--- config.mk ---
export PLATFORM = sky130hd
export DESIGN_NAME = spi_slave_rx
export DESIGN_NICKNAME = d
export VERILOG_FILES = /design/src/rtl/spi_slave_rx.sv
export SDC_FILE = /design/constraint.sdc
export NUM_CORES = 1
export LEC_CHECK = 0
export BUFFER_PORTS_ARGS = -buffer_cell sky130_fd_sc_hd__buf_2
export CORE_MARGIN = 10
export CORE_UTILIZATION = 55
export DETAILED_ROUTE_END_ITERATION = 6
export GPL_TIMING_DRIVEN = 0
export PLACE_DENSITY = 0.77
export SLEW_MARGIN = 20
export SYNTH_ARGS = -nofsm -noshare
export SYNTH_HDL_FRONTEND = slang
export SYNTH_SLANG_ARGS = --single-unit
--- constraint.sdc ---
create_clock -name clk -period 3.9 [get_ports clk]
set_input_delay 0.78 -clock clk [delete_from_list [all_inputs] [get_ports clk]]
set_output_delay 0.78 -clock clk [all_outputs]
set_load 0.1 [all_outputs]
--- src/rtl/spi_slave_rx.sv ---
// SPI mode-0 receive deserializer: synchronizes async SCLK/CS_N/MOSI into clk,
// assembles WIDTH-bit words MSB first and reports word, bit index and framing errors.
module spi_slave_rx #(
  parameter int WIDTH       = 16,
  parameter int CNT_W       = 4,
  parameter int SYNC_STAGES = 2
) (
  input  logic             clk,
  input  logic             rst,
  input  logic             sclk,
  input  logic             cs_n,
  input  logic             mosi,
  output logic [WIDTH-1:0] data_out,
  output logic             data_valid,
  output logic             frame_err,
  output logic             busy,
  output logic [CNT_W-1:0] bit_cnt
);

  typedef enum logic {
    IDLE,
    SHIFT
  } state_t;

  localparam logic [CNT_W-1:0] LAST_BIT = CNT_W'(WIDTH - 1);

  state_t                 state;
  logic [WIDTH-1:0]       shift;
  logic [SYNC_STAGES-1:0] sclk_sync;
  logic [SYNC_STAGES-1:0] cs_sync;
  logic [SYNC_STAGES-1:0] mosi_sync;
  logic                   sclk_d;
  logic                   cs_d;
  logic [SYNC_STAGES:0]   warm;

  logic sclk_s;
  logic cs_s;
  logic mosi_s;
  logic ready;
  logic sclk_rise;
  logic cs_fall;
  logic cs_rise;
  logic [WIDTH-1:0] shift_next;

  // Synchronizers idle at the bus-idle levels so reset itself never looks like an edge.
  // NOTE: every flop here is reset, including the synchronizer chains; none of this is a RAM.
  always_ff @(posedge clk or posedge rst) begin
    if (rst) begin
      sclk_sync <= '0;
      cs_sync   <= '1;
      mosi_sync <= '0;
      sclk_d    <= 1'b0;
      cs_d      <= 1'b1;
      warm      <= '0;
    end else begin
      // NOTE: non-blocking assignments so each stage takes the previous stage's old value.
      sclk_sync <= {sclk_sync[SYNC_STAGES-2:0], sclk};
      cs_sync   <= {cs_sync[SYNC_STAGES-2:0], cs_n};
      mosi_sync <= {mosi_sync[SYNC_STAGES-2:0], mosi};
      sclk_d    <= sclk_s;
      cs_d      <= cs_s;
      warm      <= {warm[SYNC_STAGES-1:0], 1'b1};
    end
  end

  assign sclk_s = sclk_sync[SYNC_STAGES-1];
  assign cs_s   = cs_sync[SYNC_STAGES-1];
  assign mosi_s = mosi_sync[SYNC_STAGES-1];

  // A cs_n held low through reset release would ripple out as a false falling edge;
  // frames may only start once the chain has flushed.
  assign ready = warm[SYNC_STAGES];

  assign sclk_rise  = sclk_s & ~sclk_d;
  assign cs_fall    = ~cs_s & cs_d;
  assign cs_rise    = cs_s & ~cs_d;
  assign shift_next = {shift[WIDTH-2:0], mosi_s};

  always_ff @(posedge clk or posedge rst) begin
    if (rst) begin
      state      <= IDLE;
      shift      <= '0;
      data_out   <= '0;
      data_valid <= 1'b0;
      frame_err  <= 1'b0;
      busy       <= 1'b0;
      bit_cnt    <= '0;
    end else begin
      data_valid <= 1'b0;
      frame_err  <= 1'b0;
      unique case (state)
        IDLE: begin
          busy    <= 1'b0;
          bit_cnt <= '0;
          if (cs_fall && ready) begin
            state <= SHIFT;
            busy  <= 1'b1;
            shift <= '0;
          end
        end
        SHIFT: begin
          // cs_rise takes priority, so a coincident sclk edge is dropped with the partial word.
          if (cs_rise) begin
            state     <= IDLE;
            busy      <= 1'b0;
            bit_cnt   <= '0;
            shift     <= '0;
            frame_err <= (bit_cnt != '0);
          end else if (sclk_rise && !cs_s) begin
            shift <= shift_next;
            if (bit_cnt == LAST_BIT) begin
              data_out   <= shift_next;
              data_valid <= 1'b1;
              bit_cnt    <= '0;
            end else begin
              bit_cnt <= bit_cnt + CNT_W'(1);
            end
          end
        end
        default: state <= IDLE;
      endcase
    end
  end

endmodule
==> impl_metrics.env, run 1 <==
export IMPL_hold_viol=0
export IMPL_start_util_pct=57.3
export IMPL_netlist_area_mm2=0.00191
export IMPL_via_per_inst=5.30
export IMPL_yosys_area_top_type_share_pct=61.6
export IMPL_clk_pin_slew_ns=0.12
export IMPL_ys_warn_count=0
export IMPL_drtPass1Iterations=4
export IMPL_synth_seq_area_share_pct=65.7
export IMPL_hold_buffers=0
export IMPL_whs_ns=0.362
export IMPL_yosys_register_bits=50
export IMPL_numClockSinks=50
export IMPL_powerDensity_mw_per_mm2=403
export IMPL_critPathRequiredTime_ns=3.12
export IMPL_rsz0062_at_grt="no"
export IMPL_cp_max_fo=5
export IMPL_design_area_mm2=0.00220
export IMPL_grt_pass1_vias=1118
export IMPL_cp_start_kind="register"
export IMPL_max_stage_delay_ns=0.46
export IMPL_cp_top_family="buffers and inverters"
export IMPL_dp_hpwl_um=2240
export IMPL_maxSlewViolCount=0
export IMPL_cts_setup_buffers=0
export IMPL_async_flop_share_pct=100
export IMPL_cts_path_max_buffers=2
export IMPL_wl_per_cell_um=15.1
export IMPL_arrival_ns=1.25
export IMPL_synth_edf_count=0
export IMPL_cp_buffers_inverters=1
export IMPL_netlist_cell_type_count=33
export IMPL_ctsResizeCount=0
export IMPL_wl_um=3060
export IMPL_hold_path_class="register to register"
export IMPL_drc_errors=0
export IMPL_die_h_um=78.9
export IMPL_gp_congestion=0.756
export IMPL_cts_root_buf="clkbuf_4"
export IMPL_grt_pass1_wl_um=5330
export IMPL_antenna_found_initial=0
export IMPL_drive_above_1_share_pct=40.8
export IMPL_die_w_um=78.9
export IMPL_end_kind="primary output"
export IMPL_synth_area_leaders="dfrtp_1 (62%), a22o_1 (7.3%), mux2_4 (7.1%), dfstp_2 (4.1%), mux2_2 (4.1%)"
export IMPL_crit_slowest_cell="buf_2"
export IMPL_die_area_mm2=0.00623
export IMPL_cts_buffers=5
export IMPL_port_buffers=27
export IMPL_path_class="register to primary output"
export IMPL_synth_commonest_cells="dfrtp_1 (47), a22o_1 (16), mux2_4 (9)"
export IMPL_path_cells="buf_2"
export IMPL_status="complete, no violations"
export IMPL_setup_viol=0
export IMPL_synth_most_common_cell="dfrtp_1"
export IMPL_io_pins=28
export IMPL_final_antenna_net_count=0
export IMPL_leakage_nw=1.12
export IMPL_grt_overflow=0
export IMPL_nNetsFinal=163
export IMPL_clock_latency_ns=0.35
export IMPL_maxCapViolCount=0
export IMPL_period_needed_ns=2.03
export IMPL_nFillCells=252
export IMPL_antenna_cells=0
export IMPL_syn_to_final_growth_pct=15.3
export IMPL_grt_max_degree=32
export IMPL_num_vias=1075
export IMPL_tritoncts="built"
export IMPL_drtIter0Drc=104
export IMPL_grt_total_usage_pct=10.4
export IMPL_vdd_ir_drop_max_mv=0.418
export IMPL_finalCritPeriodShare_pct=52.0
export IMPL_coreArea_mm2=0.00334
export IMPL_synthCells=121
export IMPL_max_freq_ghz=0.493
export IMPL_synth_avg_cell_area_um2=15.8
export IMPL_tns_ns=0
export IMPL_skew_ns=0.0195
export IMPL_ys_flop_type="dfrtp_1"
export IMPL_place_area_mm2=0.00212
export IMPL_rows=21
export IMPL_yosys_area_top_type="dfrtp_1"
export IMPL_htree_num_levels=2
export IMPL_syn_num_nets=128
## cell type report
class	count	area [um^2]	area share, %
Timing Repair Buffer	28	155	7.04
Multi-Input combinational cell	60	572	26.0
Sequential cell	50	1250	57.0
Inverter	5	18.8	0.852
Buffer	6	65.1	2.95
Tap cell	46	57.6	2.61
Clock buffer	6	41.3	1.87
Clock inverter	2	38.8	1.76
## logic make-up after synthesis
logic type / share of synthesized area, %
flip-flops: 65.7
adder cells (fa/ha/maj): 1.31
XOR/XNOR: 0.458
other: 0.196
AO/OA/AOI/OAI: 10.9
AND/OR/NAND/NOR: 5.89
buffers and inverters: 4.39
multiplexers: 11.2
## registers in the layout (all words and copies together) (netlist names)
| register | cells |
|---|---|
| sclk_d | 1 |
| frame_err | 1 |
| data_out | 16 |
| data_valid | 1 |
| busy | 1 |
| shift | 15 |
| bit_cnt | 4 |
| state | 1 |
| sclk_sync | 2 |
| warm | 3 |
| mosi_sync | 2 |
| cs_sync | 2 |
| cs_d | 1 |
## metal layers
metal / track usage [%] / share of wire (%) / up-vias
met4: 2.69 / 0.52 / 0
met1: 13.2 / 44 / 547
met2: 16.5 / 50 / 23
li1: - / - / 503
met5: 0 / 0 / -
met3: 3.83 / 6.1 / 2
## cell usage in the layout, fill, tap and decap left out, types with 2 or more instances in the layout
| master | instances |
|---|---|
| a21oi_1 | 2 |
| a22o_1 | 16 |
| buf_12 | 2 |
| buf_2 | 27 |
| buf_6 | 3 |
| clkbuf_1 | 2 |
| clkbuf_4 | 5 |
| dfrtp_1 | 47 |
| dfstp_2 | 3 |
| ha_1 | 2 |
| inv_1 | 4 |
| mux2_2 | 7 |
| mux2_4 | 9 |
| nand2_1 | 3 |
| nand3_1 | 2 |
## through the flow
step | setup slack, ns | power [mW] | util, % | cells
after floorplan | 1.66 | 0.594 | - | 121
after global placement | 1.44 | 0.605 | 63.0 | 194
after detailed placement | 2.14 | 0.611 | 63.6 | 195
after CTS | 1.86 | 0.895 | 66.0 | 203
after global routing | 1.80 | 0.928 | 66.0 | 203
final | 1.87 | 0.887 | 66.0 | 203
## power by group
| group | internal [mW] | leakage [nW] | switching, mW |
|---|---|---|---|
| sequential | 0.531 | 0.666 | 0.00715 |
| clock | 0.137 | 0.0424 | 0.151 |
| combinational | 0.0185 | 0.413 | 0.0428 |
## path summary, 6_finish.rpt
kind | startpoint | endpoint | slack [ns] | depth (start not counted)
worst min-delay path | warm[1] | warm[2] | 0.36 | 0
worst max-delay path | bit_cnt[3] | bit_cnt[3] | 1.87 | 1
max in group asynchronous | rst | data_out[14] | 2.99 | 3
worst max register to register | cs_sync[1] | data_out[2] | 2.14 | 6
worst min register to register | warm[1] | warm[2] | 0.36 | 0
min in group asynchronous | rst | data_out[12] | 0.41 | 2
(Power assumes the default switching activity.)
==> run 2, diff against run 1 <==
--- a/config.mk
+++ b/config.mk
@@ -7,10 +7,10 @@
 export LEC_CHECK = 0
 export BUFFER_PORTS_ARGS = -buffer_cell sky130_fd_sc_hd__buf_2
 export CORE_MARGIN = 10
-export CORE_UTILIZATION = 55
+export CORE_UTILIZATION = 50
 export DETAILED_ROUTE_END_ITERATION = 6
 export GPL_TIMING_DRIVEN = 0
-export PLACE_DENSITY = 0.77
+export PLACE_DENSITY = 0.74
 export SLEW_MARGIN = 20
 export SYNTH_ARGS = -nofsm -noshare
 export SYNTH_HDL_FRONTEND = slang
==> constraint.sdc (replaced) <==
create_clock -name clk -period 1.6 [get_ports clk]
set_input_delay 0.32 -clock clk [delete_from_list [all_inputs] [get_ports clk]]
set_output_delay 0.32 -clock clk [all_outputs]
set_load 0.1 [all_outputs]
==> impl_metrics.env, run 2 (synthesis gave the netlist of run 1 again) <==
export IMPL_status="finished, violations left"
export IMPL_violations="setup timing"
export IMPL_port_buffers=27
export IMPL_crit_slowest_cell="dfrtp_1"
export IMPL_die_h_um=81.8
export IMPL_antenna_cells=0
export IMPL_grt_max_degree=38
export IMPL_tns_ns=-0.373
export IMPL_antenna_found_initial=0
export IMPL_gp_congestion=0.777
export IMPL_maxSlewViolCount=0
export IMPL_pre_cts_slack_ns=-0.158
export IMPL_maxCapViolCount=0
export IMPL_cts_root_buf="clkbuf_8"
export IMPL_grt_pass1_vias=1247
export IMPL_via_per_inst=5.10
export IMPL_largest_register_ffs=16
export IMPL_numClockSinks=50
export IMPL_tritoncts="built"
export IMPL_grt_overflow=0
export IMPL_finalCritPeriodShare_pct=103
export IMPL_path_cells="buf_6 -> and4bb_1 -> buf_6 -> nor2b_4 -> buf_12 -> mux2_4"
export IMPL_rows=22
export IMPL_grt_pass1_wl_um=5860
export IMPL_design_area_mm2=0.00243
export IMPL_max_freq_ghz=0.608
export IMPL_critPathRequiredTime_ns=1.79
export IMPL_final_antenna_net_count=0
export IMPL_cp_max_fo=10
export IMPL_grt_total_usage_pct=11.2
export IMPL_setup_viol=17
export IMPL_cts_path_max_buffers=2
export IMPL_nNetsFinal=179
export IMPL_drive_above_1_share_pct=49.7
export IMPL_powerDensity_mw_per_mm2=908
export IMPL_drtIter0Drc=27
export IMPL_hold_path_class="primary input to register"
export IMPL_die_area_mm2=0.00669
export IMPL_clk_pin_slew_ns=0.08
export IMPL_top_register="data_out"
export IMPL_io_pins=28
export IMPL_dp_hpwl_um=2290
export IMPL_cp_start_kind="register"
export IMPL_path_class="register to register"
export IMPL_coreArea_mm2=0.00369
export IMPL_htree_num_levels=2
export IMPL_clock_latency_ns=0.30
export IMPL_finalPower_mw=2.20
export IMPL_crit_top_cell="buf_6"
export IMPL_final_common_cell="dfrtp_1"
export IMPL_drtPass1Iterations=4
export IMPL_wl_um=3450
export IMPL_leakage_nw=1.20
export IMPL_rsz0062_at_grt="yes"
export IMPL_final_util_pct=65.8
export IMPL_max_stage_delay_ns=0.35
export IMPL_layout_cells_most_common_list="dfrtp_1 (43), buf_2 (28), a22o_1 (16), mux2_4 (15), buf_4 (11)"
export IMPL_reg2reg_slack_ns=-0.04
export IMPL_wl_per_cell_um=15.6
export IMPL_die_w_um=81.8
export IMPL_syn_to_final_growth_pct=27.0
export IMPL_setup_slack_ns=-0.0437
export IMPL_end_kind="register"
export IMPL_drc_errors=0
export IMPL_arrival_ns=1.83
export IMPL_cts_buffers=5
export IMPL_skew_ns=0.00554
export IMPL_hold_viol=0
export IMPL_vdd_ir_drop_max_mv=0.763
export IMPL_top_regs="data_out x16, shift x15, bit_cnt x4"
export IMPL_period_needed_ns=1.64
export IMPL_place_area_mm2=0.00216
export IMPL_num_vias=1128
export IMPL_start_util_pct=51.8
==> run 2: path summary, 6_finish.rpt <==
check,startpoint,cells after the start,to
min in group asynchronous,rst,3,mosi_sync[0]
worst max register to register,state,6,data_out[1]
max in group asynchronous,rst,4,cs_sync[1]
worst min-delay path,cs_n,1,cs_sync[0]
worst max-delay path,state,6,data_out[1]
worst min register to register,warm[1],0,warm[2]
==> run 2: routing by layer <==
metal  track usage, %  vias up  part of all wire (%)
met5                0        -                     0
met1             12.7      564                    44
li1                 -      531                     -
met4             3.06        0                   1.2
met3             5.46        4                   7.8
met2             18.6       29                    47
==> run 2: worst max-delay path: cells and delay by family, from the launching register on <==
family / cells / cell delay (ns)
simple gates: 2 / 0.47
buf+inv: 3 / 0.41
flops: 1 / 0.35
mux: 1 / 0.30
==> run 2: final cells by class <==
type / instances / area, um^2
clock inverters: 1 / 7.51
fillers: 289 / 1260
flip-flops and latches: 50 / 1260
multi-input cells: 60 / 627
repair buffers: 45 / 313
inverters: 5 / 18.8
clock buffers: 7 / 76.3
well taps: 48 / 60.1
plain buffers: 5 / 58.8
==> run 2: per-stage QoR <==
step                std cells  hold WS (ns)
floorplan                 121         0.324
global placement          196         0.332
detailed placement        197         0.291
CTS                       214         0.103
global route              221        0.0920
finish                    221         0.114
==> run 2: power by group <==
group          internal [mW]  switching [mW]  leakage [nW]
combinational         0.0792           0.116         0.507
clock                  0.310           0.389        0.0385
sequential              1.29          0.0166         0.659
total                   1.68           0.522          1.20
==> run 2: timing repair <==
item / in CTS / in global routing
pin swaps: 1 / 1
gates resized for setup: 4 / 12
setup endpoints to repair: 19 / 30
hold buffers: 1 / 0
buffers inserted: 8 / 7
gates cloned: 0 / 1
hold endpoints to repair: 12 / 0
